[src/rtl/lfa_share_arbiter_if.sv]
// Request, shared-adder and response signals of the LFA share arbiter.
// The arbiter takes the slave side; clients and the adder together form the master side.
interface lfa_share_arbiter_if #(
    parameter int NREQ  = 4,
    parameter int WIDTH = 27
);
    localparam int ID_W = $clog2(NREQ);

    logic [NREQ-1:0]       req_valid;
    logic [NREQ-1:0]       req_ready;
    logic [NREQ*WIDTH-1:0] req_a;
    logic [NREQ*WIDTH-1:0] req_b;
    logic [WIDTH-1:0]      add_x;
    logic [WIDTH-1:0]      add_y;
    logic [WIDTH:0]        add_s;
    logic                  resp_valid;
    logic                  resp_ready;
    logic [WIDTH:0]        resp_sum;
    logic [ID_W-1:0]       resp_id;
    logic                  busy;

    modport slave (
        input  req_valid, req_a, req_b, add_s, resp_ready,
        output req_ready, add_x, add_y, resp_valid, resp_sum, resp_id, busy
    );

    modport master (
        output req_valid, req_a, req_b, add_s, resp_ready,
        input  req_ready, add_x, add_y, resp_valid, resp_sum, resp_id, busy
    );
endinterface

[src/rtl/lfa_share_arbiter.sv]
// Round-robin arbiter that time-shares one external combinational adder among NREQ clients:
// latch operands, hold them for SETTLE_CYC cycles, capture the sum and return it tagged.
module lfa_share_arbiter #(
    parameter int NREQ       = 4,
    parameter int WIDTH      = 27,
    parameter int SETTLE_CYC = 1
) (
    input logic                clk,
    input logic                rst_n,
    lfa_share_arbiter_if.slave bus
);
    localparam int ID_W  = $clog2(NREQ);
    localparam int CNT_W = (SETTLE_CYC > 1) ? $clog2(SETTLE_CYC) : 1;

    typedef enum logic [1:0] {
        ST_IDLE,
        ST_SETTLE,
        ST_RESP
    } state_t;

    state_t            state_q, state_d;
    logic [ID_W-1:0]   ptr_q, ptr_d;
    logic [ID_W-1:0]   id_q, id_d;
    logic [CNT_W-1:0]  cnt_q, cnt_d;
    logic [WIDTH-1:0]  op_a_q, op_a_d;
    logic [WIDTH-1:0]  op_b_q, op_b_d;
    logic [WIDTH:0]    resp_sum_q, resp_sum_d;
    logic [ID_W-1:0]   resp_id_q, resp_id_d;

    logic              grant_vld;
    logic [ID_W-1:0]   grant_idx;
    logic [NREQ-1:0]   req_ready_d;

    // Search ptr+NREQ down to ptr+1 so the last hit is the one closest after ptr.
    always_comb begin
        grant_vld = 1'b0;
        grant_idx = '0;
        for (int k = NREQ; k >= 1; k--) begin
            if (bus.req_valid[(int'(ptr_q) + k) % NREQ]) begin
                grant_vld = 1'b1;
                grant_idx = ID_W'((int'(ptr_q) + k) % NREQ);
            end
        end
    end

    always_comb begin
        state_d     = state_q;
        ptr_d       = ptr_q;
        id_d        = id_q;
        cnt_d       = cnt_q;
        op_a_d      = op_a_q;
        op_b_d      = op_b_q;
        resp_sum_d  = resp_sum_q;
        resp_id_d   = resp_id_q;
        req_ready_d = '0;
        case (state_q)
            ST_IDLE: begin
                if (grant_vld) begin
                    req_ready_d = NREQ'(1) << grant_idx;
                    op_a_d      = bus.req_a[int'(grant_idx)*WIDTH +: WIDTH];
                    op_b_d      = bus.req_b[int'(grant_idx)*WIDTH +: WIDTH];
                    id_d        = grant_idx;
                    cnt_d       = CNT_W'(SETTLE_CYC - 1);
                    state_d     = ST_SETTLE;
                end
            end
            ST_SETTLE: begin
                if (cnt_q != '0) begin
                    cnt_d = cnt_q - 1'b1;
                end else begin
                    resp_sum_d = bus.add_s;
                    resp_id_d  = id_q;
                    state_d    = ST_RESP;
                end
            end
            ST_RESP: begin
                if (bus.resp_ready) begin
                    ptr_d   = id_q;
                    state_d = ST_IDLE;
                end
            end
            default: state_d = ST_IDLE;
        endcase
    end

    always_ff @(posedge clk) begin
        if (!rst_n) begin
            state_q    <= ST_IDLE;
            ptr_q      <= ID_W'(NREQ - 1);
            id_q       <= '0;
            cnt_q      <= '0;
            op_a_q     <= '0;
            op_b_q     <= '0;
            resp_sum_q <= '0;
            resp_id_q  <= '0;
        end else begin
            state_q    <= state_d;
            ptr_q      <= ptr_d;
            id_q       <= id_d;
            cnt_q      <= cnt_d;
            op_a_q     <= op_a_d;
            op_b_q     <= op_b_d;
            resp_sum_q <= resp_sum_d;
            resp_id_q  <= resp_id_d;
        end
    end

    // Operand registers drive the adder directly, so add_x/add_y stay put from SETTLE through RESP.
    assign bus.req_ready  = req_ready_d;
    assign bus.add_x      = op_a_q;
    assign bus.add_y      = op_b_q;
    assign bus.resp_valid = (state_q == ST_RESP);
    assign bus.resp_sum   = resp_sum_q;
    assign bus.resp_id    = resp_id_q;
    assign bus.busy       = (state_q != ST_IDLE);
endmodule
[src/flat_wrapper.sv]
// flat-port wrapper written by rule: the top's interface ports become plain ports
module lfa_share_arbiter_flat 
#(
    parameter int NREQ       = 4,
    parameter int WIDTH      = 27,
    parameter int SETTLE_CYC = 1
)
  (clk, rst_n, bus_req_valid, bus_req_a, bus_req_b, bus_add_s, bus_resp_ready, bus_req_ready, bus_add_x, bus_add_y, bus_resp_valid, bus_resp_sum, bus_resp_id, bus_busy);
  lfa_share_arbiter_if #(.NREQ(NREQ), .WIDTH(WIDTH)) bus_i ();
  input logic clk;
  input logic rst_n;
  input wire logic [$bits(bus_i.req_valid)-1:0] bus_req_valid;
  input wire logic [$bits(bus_i.req_a)-1:0] bus_req_a;
  input wire logic [$bits(bus_i.req_b)-1:0] bus_req_b;
  input wire logic [$bits(bus_i.add_s)-1:0] bus_add_s;
  input wire logic [$bits(bus_i.resp_ready)-1:0] bus_resp_ready;
  output wire logic [$bits(bus_i.req_ready)-1:0] bus_req_ready;
  output wire logic [$bits(bus_i.add_x)-1:0] bus_add_x;
  output wire logic [$bits(bus_i.add_y)-1:0] bus_add_y;
  output wire logic [$bits(bus_i.resp_valid)-1:0] bus_resp_valid;
  output wire logic [$bits(bus_i.resp_sum)-1:0] bus_resp_sum;
  output wire logic [$bits(bus_i.resp_id)-1:0] bus_resp_id;
  output wire logic [$bits(bus_i.busy)-1:0] bus_busy;
  assign bus_i.req_valid = bus_req_valid;
  assign bus_i.req_a = bus_req_a;
  assign bus_i.req_b = bus_req_b;
  assign bus_i.add_s = bus_add_s;
  assign bus_i.resp_ready = bus_resp_ready;
  assign bus_req_ready = bus_i.req_ready;
  assign bus_add_x = bus_i.add_x;
  assign bus_add_y = bus_i.add_y;
  assign bus_resp_valid = bus_i.resp_valid;
  assign bus_resp_sum = bus_i.resp_sum;
  assign bus_resp_id = bus_i.resp_id;
  assign bus_busy = bus_i.busy;
  lfa_share_arbiter #(.NREQ(NREQ), .WIDTH(WIDTH), .SETTLE_CYC(SETTLE_CYC)) u_core (.clk(clk), .rst_n(rst_n), .bus(bus_i));
endmodule
[config.mk]
export PLATFORM = sky130hd
export DESIGN_NAME = lfa_share_arbiter_flat
export DESIGN_NICKNAME = d
export VERILOG_FILES = /design/src/rtl/lfa_share_arbiter_if.sv /design/src/rtl/lfa_share_arbiter.sv /design/src/flat_wrapper.sv
export SDC_FILE = /design/constraint.sdc
export NUM_CORES = 1
export LEC_CHECK = 0
export ABC_AREA = 0
export BUFFER_PORTS_ARGS = -buffer_cell sky130_fd_sc_hd__buf_2
export CAP_MARGIN = 15
export CELL_PAD_IN_SITES_DETAIL_PLACEMENT = 1
export CELL_PAD_IN_SITES_GLOBAL_PLACEMENT = 1
export CORE_AREA = 2 2 131 133
export CTS_BUF_LIST = sky130_fd_sc_hd__clkbuf_4
export DETAILED_ROUTE_END_ITERATION = 6
export DIE_AREA = 0 0 133 135
export PLACE_DENSITY_LB_ADDON = 0.1
export SLEW_MARGIN = 15
export SYNTH_ARGS = -nofsm -noshare
export SYNTH_HDL_FRONTEND = slang
export SYNTH_SLANG_ARGS = --single-unit
[constraint.sdc]
create_clock -name clk -period 5.1 [get_ports clk]
set_clock_uncertainty 0.15 [all_clocks]
set_input_delay 0.51 -clock clk [delete_from_list [all_inputs] [get_ports clk]]
set_output_delay 0.51 -clock clk [all_outputs]
set_load 0.01 [all_outputs]
==> flow_summary.ini <==
[timing]
grt_setup_unrepaired = no
hold_violations = 0
slew_headroom_pct = 46.6
max_slew.worst_pin.slew_ns = 0.799
timing.fmax_mhz = 306
postLayoutSetupSlackWorst_ns = 1.83
timing.final.crit_share_pct = 64.0
timing.final.crit_period_ns = 3.27
drv_slew = 0
setup_viol_count_final = 0
setup-tns-final_ns = 0

[global_routing]
first_global_vias = 6691
gr-total-overflow = 0
antenna_found_initial = 6
grt_util_overall_pct = 24.3
grt_max_degree = 58
wire_length_of_the_first_global_routing_pass_mm = 34.5

[setup_path]
critPathKind = register to primary output
critical_path.top_delay_family = buffers and inverters
setup.worst_path.end_class = primary output
critical_path.startpoint_type = register
critical_path_required_ns = 4.44
critical_path.endpoint = bus_req_ready[1]
r2r-start = u_core.ptr_q[0]
critPathLaunch = u_core.ptr_q[1]
ff2ff_setup_slack_ns = 2.48
r2r_cells = 7
worst-path-max-fanout = 55
worst_r2r_endpoint = u_core.bus.add_x[15]
crit_path_max_incr_delay_ns = 0.59
slowest_cell_on_crit_path = sky130_fd_sc_hd__dfxtp_1
timing.critical_path.arrival_ns = 2.61
crit_chain = o21a_2 -> buf_4 -> nor3_4 -> buf_4 -> nor3_1 -> buf_2
path_depth = 6
crit_path_frequent_cell = sky130_fd_sc_hd__buf_4
critical_path_buffers_and_inverters = 3

[floorplanning]
die_x_um = 133
dieArea_mm2 = 0.0180
core_area_mm2 = 0.0164
initial_utilization_pct = 32.7
rows = 47
pin_count = 341
floorplan.die.height_um = 135

[power_and_ir_drop]
power.combinational.fraction_pct = 31.9
netSwitchingFraction_pct = 33.7
peakVddDrop_mv = 0.102
p_per_area_mw_per_mm2 = 271
switchingPower_w = 0.000664
cellInternalPower_w = 0.00131
share_seq_of_total_power_pct = 42.1
total_leakage_power_nw = 3.61
power_share_of_the_clock_group_pct = 26.0

[logic_synthesis]
netlist_instances = 622
synth_top_cell_area_share_pct = 33.6
yosysWarningCount = 0
post_synth_edffs = 0
syn-cell-area_mm2 = 0.00536
synth.yosys.seq_area_share_pct = 33.6
synth_cell_type_count = 38
postSynth.asyncResetShare_pct = 0
synth_ff_type = sky130_fd_sc_hd__dfxtp_1
synth_top_area_cell = sky130_fd_sc_hd__dfxtp_1
netlist_top_cells_area = sky130_fd_sc_hd__dfxtp_1 34%, sky130_fd_sc_hd__mux2i_1 10%, sky130_fd_sc_hd__a211o_1 8.8%, sky130_fd_sc_hd__nand2_1 8.3%, sky130_fd_sc_hd__o31ai_1 7.6%
ys_top_cells_by_count = 118 x sky130_fd_sc_hd__nand2_1, 90 x sky130_fd_sc_hd__dfxtp_1, 55 x sky130_fd_sc_hd__mux2i_1
synth_fp_nets = 873
syn-mean-instance-area_um2 = 8.61
synth_most_common_cell = sky130_fd_sc_hd__nand2_1
synth-seq-cells = 90

[place]
globalplace.congestion = 0.847
worst_setup_slack_before_clock_tree_synthesis_ns = 1.99
io_buffers = 340
dp.final_hpwl_mm = 16.0

[route]
initialDrtViolationCount = 224
wl_per_cell_um = 19.5
drt-total-wl_mm = 22.3
vias = 6150
drt_pass1_iterations = 4
post-route-drc-count = 0
final_antenna_net_count = 0
vias_per_cell = 5.38

[clock_network]
cts_root_buffer = sky130_fd_sc_hd__clkbuf_4
cts.path.max_buffers = 2
post-cts-setup-buffer-count = 0
postCtsHoldBufs = 0
cts-resized-gates = 0
ctsHtreeMaxLevel = 3
insertion_delay_ns = 0.45
cts-buffers-inserted = 9
clkTransAtPathRegs_ns = 0.15
numClockSinks = 90
clock_tree_from_tritoncts = built

[cells_and_area]
layout-area-overhead-vs-synth_pct = 36.1
fillers = 2083
finish.utilization_pct = 44.4
layout-drive-gt1-share_pct = 44.7
finish.net_count = 1166

[hold_path]
holdCritPathClass = input pin to register
hold_path.startpoint = bus_add_s[22]

[outcome]
status = complete, no violations

[flow_run]
maxCapViolations = 0
## how the worst min path moves through the flow
stage                                          to  cells past startpoint
after detailed placement  u_core.bus.resp_sum[14]                      2
after floorplan             u_core.bus.resp_id[1]                      2
final                     u_core.bus.resp_sum[22]                      3
after global placement     u_core.bus.resp_sum[5]                      2
after CTS                 u_core.bus.resp_sum[24]                      3
after global routing      u_core.bus.resp_sum[24]                      3
## sequential cells by signal, summed over array words and instances, names as in the netlist
| name | count |
|---|---|
| u_core.bus.resp_id | 2 |
| u_core.bus.add_x | 27 |
| u_core.state_q | 2 |
| u_core.ptr_q | 2 |
| u_core.id_q | 2 |
| u_core.bus.resp_sum | 28 |
| u_core.bus.add_y | 27 |
## per-layer routing
layer	up-vias	global-route usage, %	wire [um]
li1	2963	-	-
met1	2896	26.6	8590
met5	-	0	13
met3	39	6.04	1620
met4	2	11.1	637
met2	250	44.3	11500
## cell usage in the layout (no fill, tap or decap), drive strengths merged, types with 10 or more instances in the layout
master,n
o31ai,54
nand4,54
buf,353
a211o,54
dfxtp,90
mux2i,55
nand2,119
o211ai,54
a21oi,34
clkbuf,10
## cell type report
class | count | area (um2) | area share (%)
clock buffers | 10 | 75.1 | 1.03
multi-input cells | 458 | 3210 | 44.0
diodes | 5 | 12.5 | 0.172
repair buffers | 353 | 1800 | 24.7
flip-flops and latches | 90 | 1800 | 24.7
clock inverters | 5 | 104 | 1.42
inverters | 3 | 11.3 | 0.154
well taps | 220 | 275 | 3.78
## power groups by stage
stage	clock [W]	sequential [W]	combinational, W
floorplan	0	0.000877	0.000341
global placement	0	0.000844	0.000615
detailed placement	0	0.000847	0.000636
CTS	0.000530	0.000832	0.000637
global route	0.000557	0.000842	0.000688
finish	0.000512	0.000832	0.000630
## through the flow
| step | power [W] | hold slack [ns] | cell area, um2 | std cells |
|---|---|---|---|---|
| final | 0.00197 | 0.115 | 7290 | 1144 |
| after global placement | 0.00146 | 0.289 | 7090 | 1124 |
| after floorplan | 0.00122 | 0.295 | 5360 | 622 |
| after detailed placement | 0.00148 | 0.295 | 7090 | 1124 |
| after CTS | 0.00200 | 0.0675 | 7270 | 1139 |
| after global routing | 0.00209 | 0.0889 | 7290 | 1144 |
## worst reg2reg max path, stage by stage (launching register included)
cell	delay [ns]
sky130_fd_sc_hd__dfxtp_1	0.43
sky130_fd_sc_hd__nor2b_4	0.07
sky130_fd_sc_hd__o21a_2	0.20
sky130_fd_sc_hd__buf_4	0.29
sky130_fd_sc_hd__nor3_4	0.32
sky130_fd_sc_hd__buf_4	0.57
sky130_fd_sc_hd__mux2i_1	0.35
sky130_fd_sc_hd__o211ai_1	0.10
## cells by family (layout without fill, tap and decap cells)
family | count (synthesis) | after routing | synth area share (%)
AOI/OAI and AO/OA | 204 | 204 | 31.3
and+or+nand+nor | 199 | 199 | 17.7
DFF | 90 | 90 | 33.6
buffers and inverters | 74 | 371 | 7.05
muxes | 55 | 55 | 10.3
other | 0 | 5 | 0
Note: power is estimated with default switching activity, not from simulation.
